--- src/rtl/imem_loader_pkg.sv ---
// Shared definitions for the boot-time instruction-memory loader:
// FSM states, word/byte widths and the big-endian byte-lane helper.
package imem_loader_pkg;

  localparam int WORD_W = 32;
  localparam int BYTE_W = 8;

  typedef enum logic [2:0] {
    IDLE,
    LOAD,
    DRAIN,
    DONE,
    ERR
  } state_e;

  // Byte k of a word sits at bit 24-8k; 3-k equals ~k for a 2-bit index.
  function automatic logic [4:0] lane_lsb(input logic [1:0] k);
    return {~k, 3'b000};
  endfunction

endpackage

--- src/rtl/imem_loader_if.sv ---
// Byte-stream input and instruction-memory write port of the loader.
interface imem_loader_if
  import imem_loader_pkg::*;
#(
  parameter int ADDR_W = 8
);
  logic              in_valid;
  logic [BYTE_W-1:0] in_data;
  logic              in_last;
  logic              in_ready;
  logic              wr_en;
  logic [ADDR_W-1:0] wr_addr;
  logic [WORD_W-1:0] wr_data;

  modport master (
    output in_valid, in_data, in_last,
    input  in_ready, wr_en, wr_addr, wr_data
  );

  modport slave (
    input  in_valid, in_data, in_last,
    output in_ready, wr_en, wr_addr, wr_data
  );
endinterface

--- src/rtl/imem_word_packer.sv ---
// Assembles accepted bytes into big-endian 32-bit words; word is the
// assembled value including the byte being pushed this cycle.
module imem_word_packer
  import imem_loader_pkg::*;
(
  input  logic              clk,
  input  logic              reset,
  input  logic              clear,
  input  logic              push,
  input  logic [BYTE_W-1:0] in_byte,
  input  logic              flush,
  output logic [WORD_W-1:0] word,
  output logic              word_ready
);

  logic [WORD_W-1:0] shift_q, shift_d;
  logic [1:0]        idx_q, idx_d;

  always_comb begin
    word       = shift_q | (WORD_W'(in_byte) << lane_lsb(idx_q));
    word_ready = push && ((idx_q == 2'd3) || flush);
    shift_d    = shift_q;
    idx_d      = idx_q;
    if (clear) begin
      shift_d = '0;
      idx_d   = '0;
    end else if (push) begin
      // A completed (or flushed partial) word leaves the register empty.
      if (word_ready) begin
        shift_d = '0;
        idx_d   = '0;
      end else begin
        shift_d = word;
        idx_d   = idx_q + 2'd1;
      end
    end
  end

  always_ff @(posedge clk or negedge reset) begin
    if (!reset) begin
      shift_q <= '0;
      idx_q   <= '0;
    end else begin
      shift_q <= shift_d;
      idx_q   <= idx_d;
    end
  end

endmodule

--- src/rtl/imem_loader.sv ---
// Boot loader: streams bytes into instruction memory as words from address 0
// and holds the CPU in reset until the whole program has been written.
module imem_loader
  import imem_loader_pkg::*;
#(
  parameter int ADDR_W = 8,
  parameter int DEPTH  = 256
)
(
  input  logic              clk,
  input  logic              reset,
  input  logic              start,
  imem_loader_if.slave      bus,
  output logic              cpu_reset,
  output logic              done,
  output logic              err,
  output logic [ADDR_W:0]   word_count
);

  localparam logic [ADDR_W:0] FULL_COUNT = (ADDR_W+1)'(DEPTH);

  state_e            state_q, state_d;
  logic [ADDR_W:0]   count_q, count_d;
  logic              wr_en_q, wr_en_d;
  logic [ADDR_W-1:0] wr_addr_q, wr_addr_d;
  logic [WORD_W-1:0] wr_data_q, wr_data_d;
  logic              cpu_reset_q;

  logic              accept, overflow, enter_load, push;
  logic [WORD_W-1:0] word;
  logic              word_ready;

  assign accept     = (state_q == LOAD) && bus.in_valid;
  assign overflow   = accept && (count_q == FULL_COUNT);
  assign enter_load = start && ((state_q == IDLE) || (state_q == DONE) || (state_q == ERR));
  assign push       = accept && !overflow;

  imem_word_packer u_packer (
    .clk        (clk),
    .reset      (reset),
    .clear      (enter_load),
    .push       (push),
    .in_byte    (bus.in_data),
    .flush      (bus.in_last),
    .word       (word),
    .word_ready (word_ready)
  );

  always_comb begin
    state_d   = state_q;
    count_d   = count_q;
    wr_en_d   = 1'b0;
    wr_addr_d = wr_addr_q;
    wr_data_d = wr_data_q;
    unique case (state_q)
      IDLE, DONE, ERR: begin
        if (start) begin
          state_d = LOAD;
          count_d = '0;
        end
      end
      LOAD: begin
        // Overflow wins over in_last: the extra byte is never written.
        if (overflow) begin
          state_d = ERR;
        end else if (word_ready) begin
          wr_en_d   = 1'b1;
          wr_addr_d = count_q[ADDR_W-1:0];
          wr_data_d = word;
          count_d   = count_q + 1'b1;
          if (bus.in_last) state_d = DRAIN;
        end
      end
      DRAIN:   state_d = DONE;
      default: state_d = IDLE;
    endcase
  end

  always_ff @(posedge clk or negedge reset) begin
    if (!reset) begin
      state_q     <= IDLE;
      count_q     <= '0;
      wr_en_q     <= 1'b0;
      wr_addr_q   <= '0;
      wr_data_q   <= '0;
      cpu_reset_q <= 1'b1;
    end else begin
      state_q     <= state_d;
      count_q     <= count_d;
      wr_en_q     <= wr_en_d;
      wr_addr_q   <= wr_addr_d;
      wr_data_q   <= wr_data_d;
      cpu_reset_q <= (state_q != DONE);
    end
  end

  assign bus.in_ready = (state_q == LOAD);
  assign bus.wr_en    = wr_en_q;
  assign bus.wr_addr  = wr_addr_q;
  assign bus.wr_data  = wr_data_q;
  assign cpu_reset    = cpu_reset_q;
  assign done         = (state_q == DONE);
  assign err          = (state_q == ERR);
  assign word_count   = count_q;

endmodule

--- src/flat_wrapper.sv ---
// flat-port wrapper written by rule: the top's interface ports become plain ports
module imem_loader_flat import imem_loader_pkg::*;
#(
  parameter int ADDR_W = 8,
  parameter int DEPTH  = 256
)
  (clk, reset, start, cpu_reset, done, err, word_count, bus_in_valid, bus_in_data, bus_in_last, bus_in_ready, bus_wr_en, bus_wr_addr, bus_wr_data);
  imem_loader_if #(.ADDR_W(ADDR_W)) bus_i ();
  input  logic clk;
  input  logic reset;
  input  logic start;
  output logic cpu_reset;
  output logic done;
  output logic err;
  output logic [ADDR_W:0] word_count;
  input wire logic [$bits(bus_i.in_valid)-1:0] bus_in_valid;
  input wire logic [$bits(bus_i.in_data)-1:0] bus_in_data;
  input wire logic [$bits(bus_i.in_last)-1:0] bus_in_last;
  output wire logic [$bits(bus_i.in_ready)-1:0] bus_in_ready;
  output wire logic [$bits(bus_i.wr_en)-1:0] bus_wr_en;
  output wire logic [$bits(bus_i.wr_addr)-1:0] bus_wr_addr;
  output wire logic [$bits(bus_i.wr_data)-1:0] bus_wr_data;
  assign bus_i.in_valid = bus_in_valid;
  assign bus_i.in_data = bus_in_data;
  assign bus_i.in_last = bus_in_last;
  assign bus_in_ready = bus_i.in_ready;
  assign bus_wr_en = bus_i.wr_en;
  assign bus_wr_addr = bus_i.wr_addr;
  assign bus_wr_data = bus_i.wr_data;
  imem_loader #(.ADDR_W(ADDR_W), .DEPTH(DEPTH)) u_core (.clk(clk), .reset(reset), .start(start), .bus(bus_i), .cpu_reset(cpu_reset), .done(done), .err(err), .word_count(word_count));
endmodule
--- config.mk ---
export PLATFORM = sky130hd
export DESIGN_NAME = imem_loader_flat
export DESIGN_NICKNAME = d
export VERILOG_FILES = /design/src/rtl/imem_loader_pkg.sv /design/src/rtl/imem_loader_if.sv /design/src/rtl/imem_word_packer.sv /design/src/rtl/imem_loader.sv /design/src/flat_wrapper.sv
export SDC_FILE = /design/constraint.sdc
export NUM_CORES = 1
export LEC_CHECK = 0
export ABC_AREA = 1
export BUFFER_PORTS_ARGS = -buffer_cell sky130_fd_sc_hd__buf_2
export CAP_MARGIN = 20
export CORE_ASPECT_RATIO = 1.1
export CORE_MARGIN = 5
export CORE_UTILIZATION = 45
export DETAILED_ROUTE_END_ITERATION = 12
export PLACE_DENSITY = 0.66
export SYNTH_ARGS = -nofsm -noshare
export SYNTH_HDL_FRONTEND = slang
export SYNTH_HIERARCHICAL = 1
export SYNTH_SLANG_ARGS = --single-unit
--- constraint.sdc ---
create_clock -name clk -period 2.6 [get_ports clk]
set_clock_uncertainty 0.15 [all_clocks]
set_input_delay 0.52 -clock clk [delete_from_list [all_inputs] [get_ports clk]]
set_output_delay 0.52 -clock clk [all_outputs]
set_load 0.03 [all_outputs]
## Word level (Yosys, flattened, before mapping)

Index checks and enable logic that the tools add are counted.

- Bits in registers: 88
- Input bits: 13
- Output and inout bits: 54
- Word-level logic and storage cells: 60

- Bitwise logic cells: 3
- Reductions and logical operators: 16
- Mux-type cells: 18
- Equality and inequality tests: 12
- Add/subtract/negate cells: 2
- Shift operators: 1

Operators with widths:

| kind | number |
|---|---|
| 32-bit 2-to-1 mux | 3 |
| 32-bit bitwise OR | 1 |
| 8-bit by 5-bit << shifter with 32-bit output | 1 |
| 9-bit 2-to-1 mux | 3 |
| 9-bit case mux with 2 select lines | 1 |
| 3-bit 2-to-1 mux | 4 |
| 9-bit by 1-bit adder with 9-bit output (second input constant) | 1 |
| 9-bit equality test (second input constant) | 1 |
| 3-bit case mux with 3 select lines | 1 |
| 3-bit by 2-bit equality test with 1-bit output (second input constant) | 2 |
| 2-bit 2-to-1 mux | 3 |
| 3-bit by 2-bit != test with 1-bit output (second input constant) | 2 |
| 3-bit AND reduction | 2 |
| 1-bit logical AND | 5 |
| 2-bit != test (second input constant) | 2 |
| 4-bit AND reduction | 1 |
| 2-bit nonzero test | 2 |
| 3-bit by 1-bit equality test with 1-bit output (second input constant) | 1 |
| 3-bit equality test (second input constant) | 1 |
| 3-bit logical NOT | 1 |
| 1-bit logical OR | 3 |
| 1-bit 2-to-1 mux | 3 |
| 3-bit by 1-bit != test with 1-bit output (second input constant) | 1 |
| 3-bit OR reduction | 1 |
| 6 further kinds | 6 |

## Longest topological paths before layout

- Word-level depth: 9
- Depth in mapped cells: 14
- Gate-level depth less buffers: 14

## Modules after synthesis

The synthesis kept the hierarchy.

By module, submodules not included:

| module | seq. area each (sq um) | cells each | area an instance (sq um) | times used |
|---|---|---|---|---|
| imem_loader | 1352.5 | 277 | 2332.2 | 1 |
| imem_word_packer | 850.8 | 259 | 1856.8 | 1 |

## Worst setup path after synthesis

Ideal clock, no wire load.

- Path type: register to register
- Start point: reg u_core.count_q[0], in the netlist u_core/word_count[0]
- End point: reg u_core.count_q[0], in the netlist u_core/word_count[0]
- Cell stages (with the launch flop): 15
- Arrival: 2.248 ns
- Setup slack: 0.062 ns
- Setup time: 0.141 ns
- Cells stage by stage: dfrtp_1 -> inv_1 -> ha_1 -> inv_1 -> nor2_1 -> nand2_1 -> nor2_2 -> nor3_1 -> inv_2 -> nor2_1 -> or2_2 -> nand3_2 -> buf_4 -> nand2_1 -> o21ai_0

- Word-level cells in the longest chain between the ends: 7

Ends and longest elaborated chain:

| what | line | text |
|---|---|---|
| start: declaration | imem_loader.sv:23 | `logic [ADDR_W:0] count_q, count_d;` |
| start signal: assignment | imem_loader.sv:89 | `count_q <= count_d;` |
| 9-bit equality test | imem_loader.sv:34 | `assign overflow = accept && (count_q == FULL_COUNT);` |
| 1-bit logical AND | imem_loader.sv:34 |  |
| 1-bit logical NOT | imem_loader.sv:36 | `assign push = accept && !overflow;` |
| 1-bit logical AND | imem_loader.sv:36 |  |
| via u_core.push | imem_loader.sv:29 | `logic accept, overflow, enter_load, push;` |
| 1-bit logical AND | imem_word_packer.sv:21 | `word_ready = push && ((idx_q == 2'd3) \|\| flush);` |
| via u_core.word_ready | imem_loader.sv:31 | `logic word_ready;` |
| 2-bit by 1-bit != test with 1-bit output (no line) | - |  |
| 4-bit AND reduction (no line) | - |  |

The timed path passes the listed nets, and every way through them passes these cells. The select of a mux whose other input is x is not followed.
A chain may end at the register's enable or synchronous reset.

## Worst setup path after layout

- Start point: reg u_core.count_q[0], in the netlist u_core/word_count[0]
- End point: reg u_core.count_q[4], in the netlist u_core/word_count[4]

The elaborated chain is that of the path after synthesis.

==> impl_metrics.csv <==
group,metric,value,unit
synth,synth.distinct_cells,26,
drt,drt_iter0_markers,197,
sta,hold_ws,11.4,ps
grt,overflow,0,
floorplanning,start_util,45.5,%
synth,synth_cells,536,
drt,num_vias,3401,
power,max-vdd-ir-drop,479,uV
drt,first_pass_iters,4,
cts,clk_latency,350,ps
sta,setup_tns,0,ps
run_status,outcome,"complete, no violations",
setup_path,slowest_delay,420,ps
power,p_total,4120,uW
floorplanning,die_h,111,um
grt,grt_pass1_vias,3392,
synth,synth_edf_count,0,
placed_design,io_buffers,66,
setup_path,r2r_start,"u_core/word_count[0]",
setup_path,crit_slowest_cell,"dfrtp_1",
synth,syn_avg_cell_area,7.82,um2
grt,grt_antenna_before_repair,0,
finish,post-route-util,52.1,%
sta,setup_ws,300,ps
setup_path,critPathTopFamily,"simple AND/OR/NAND/NOR gates",
sta,relSlewSlack,62.6,%
floorplanning,num_io_pins,67,
cts,ctsRootBufferMaster,"clkbuf_8",
sta,rsz0062_at_grt,"no",
floorplanning,num_rows,37,
sta,finalHoldViolCount,0,
sta,period_minus_slack,2300,ps
grt,track_usage,17.3,%
setup_path,path_cells,"inv_1 -> ha_1 -> inv_1 -> nor2_1 -> nand2_1 -> nor2_2 -> nor3_1 -> inv_2 -> nor2_2 -> or2_2 -> nand3_2 -> nand2_1 -> o21ai_0",
cts,cts_buffers,9,
cts,cts_tree,"built",
placed_design,dp_slack,232,ps
drt,via_per_inst,4.71,
synth,ys_ff_latch,88,
cts,ctsHtreeMaxLevel,3,
floorplanning,die_w,102,um
drt,ant_nets,0,
placed_design,gp_congestion,0.763,
setup_path,endpoint_kind,"register",
setup_path,worstSetupStartpoint,"u_core/word_count[0]",
synth,synth_most_common_cell,"nand2_1",
synth,yosysSeqAreaShare,52.6,%
finish,layout-drive-gt1-share,17.2,%
cts,clock-sinks,88,
synth,synth_largest_area_cell,"dfrtp_1",
floorplanning,dieArea,11300,um2
power,p_per_area,859,nW/um2
synth,ys_warn_count,6,
finish,fin_nets,616,
synth,async_flop_share,100,%
finish,antenna_cells,0,
sta,slew_viol_final,0,
cts,cts_hold_buf,0,
synth,synth_commonest_cells,"nand2_1, dfrtp_1, inv_1",
setup_path,setup.worst_path.class,"reg2reg",
cts,cts_buffer_depth,2,
setup_path,cp.arrival,2370,ps
grt,grt_pass1_wl,15800,um
finish,fillers,921,
setup_path,startpoint_type,"register",
setup_path,cp.required,2670,ps
synth,synth_area_leaders,"dfrtp_1, nand2_1, inv_1",
finish,syn_to_final_growth,14.5,%
cts,post_cts_resized,0,
power,leakagePower,0.00304,uW
placed_design,place_hpwl,6520,um
drt,wl_per_cell,12.9,um
sta,period_share,88.5,%
floorplanning,core_area,9210,um2
worst_hold_path,hold_class,"in2async",
sta,setup_viol_count_final,0,
drt,wirelength,9290,um
cts,cts.clk_slew.worst_paths,80,ps
setup_path,crit_path_max_fanout,13,
cts,postCtsSetupRepairBufs,0,
synth,synthFlopType,"dfrtp_1",
run,cap_viol_max_count,0,
synth,syn_nets,552,
sta,worst_pin_slew,561,ps
setup_path,worst-path-buf-inv,3,
synth,synth.top_cell.area_share,52.0,%
grt,grt_max_degree,44,
synth,synthesis.area,4190,um2
drt,route.detailed.drc,0,
sta,fmax,435,MHz
worst paths after layout:
kind                            slack (ps)  depth (start not counted)                      to
worst max-delay path                   300                         13    u_core/word_count[4]
worst min-delay path                    10                          1       u_core/state_q[0]
worst max register to register         300                         13    u_core/word_count[4]
worst min register to register         320                          2  u_core/bus.wr_data[23]
max in group asynchronous             1660                          2        u_core/cpu_reset
min in group clk                       320                          2  u_core/bus.wr_data[23]
cell families (layout without fill, tap and decap cells):
family | Yosys count | count (layout) | share of synthesized area (%)
AOI/OAI and AO/OA | 32 | 32 | 4.78
and+or+nand+nor | 320 | 320 | 31.0
adders and majority gates | 3 | 3 | 0.896
DFF | 88 | 88 | 52.6
buffers and inverters | 90 | 159 | 10.1
xor gates and xnor gates | 3 | 3 | 0.627
cell usage in the layout (no fill, tap or decap), drive strengths merged, types with 3 or more instances in the layout:
master / instances
ha: 3
nand3: 31
clkbuf: 13
nor2: 14
o21ai: 16
o21bai: 16
dfrtp: 87
inv: 70
nand2: 271
buf: 73
area by class of cell:
| cell class | instances | area (um2) | area share [%] |
|---|---|---|---|
| Multi-Input combinational cell | 358 | 1570 | 32.7 |
| Timing Repair Buffer | 73 | 398 | 8.30 |
| Clock inverter | 3 | 65.1 | 1.36 |
| Clock buffer | 13 | 149 | 3.10 |
| Sequential cell | 88 | 2200 | 45.9 |
| Inverter | 70 | 268 | 5.58 |
| Tap cell | 117 | 146 | 3.05 |
stage by stage:
step | area [um2] | cells
floorplan | 4190 | 536
global placement | 4580 | 706
detailed placement | 4580 | 706
CTS | 4790 | 722
global route | 4800 | 722
finish | 4800 | 722
sequential cells by signal, summed over array words and instances (netlist names):
signal                   cells
u_core/u_packer/shift_q     32
u_core/bus.wr_en             1
u_core/word_count            9
u_core/bus.wr_data          32
u_core/bus.wr_addr           8
u_core/u_packer/idx_q        2
u_core/state_q               3
u_core/cpu_reset             1
per-layer routing:
| layer | up-vias | part of all wire (%) | track usage (%) |
|---|---|---|---|
| met1 | 1572 | 44 | 22.9 |
| met2 | 86 | 48 | 27.5 |
| met3 | 12 | 6.4 | 4.28 |
| li1 | 1731 | - | - |
| met5 | - | 0 | 0 |
| met4 | 0 | 1.6 | 5.77 |
power by group:
| group | internal [uW] | total (uW) | switching, uW |
|---|---|---|---|
| Clock | 568 | 1020 | 453 |
| Combinational | 377 | 1420 | 1040 |
| Sequential | 1550 | 1680 | 128 |
Power figures use the tool's default switching activity.
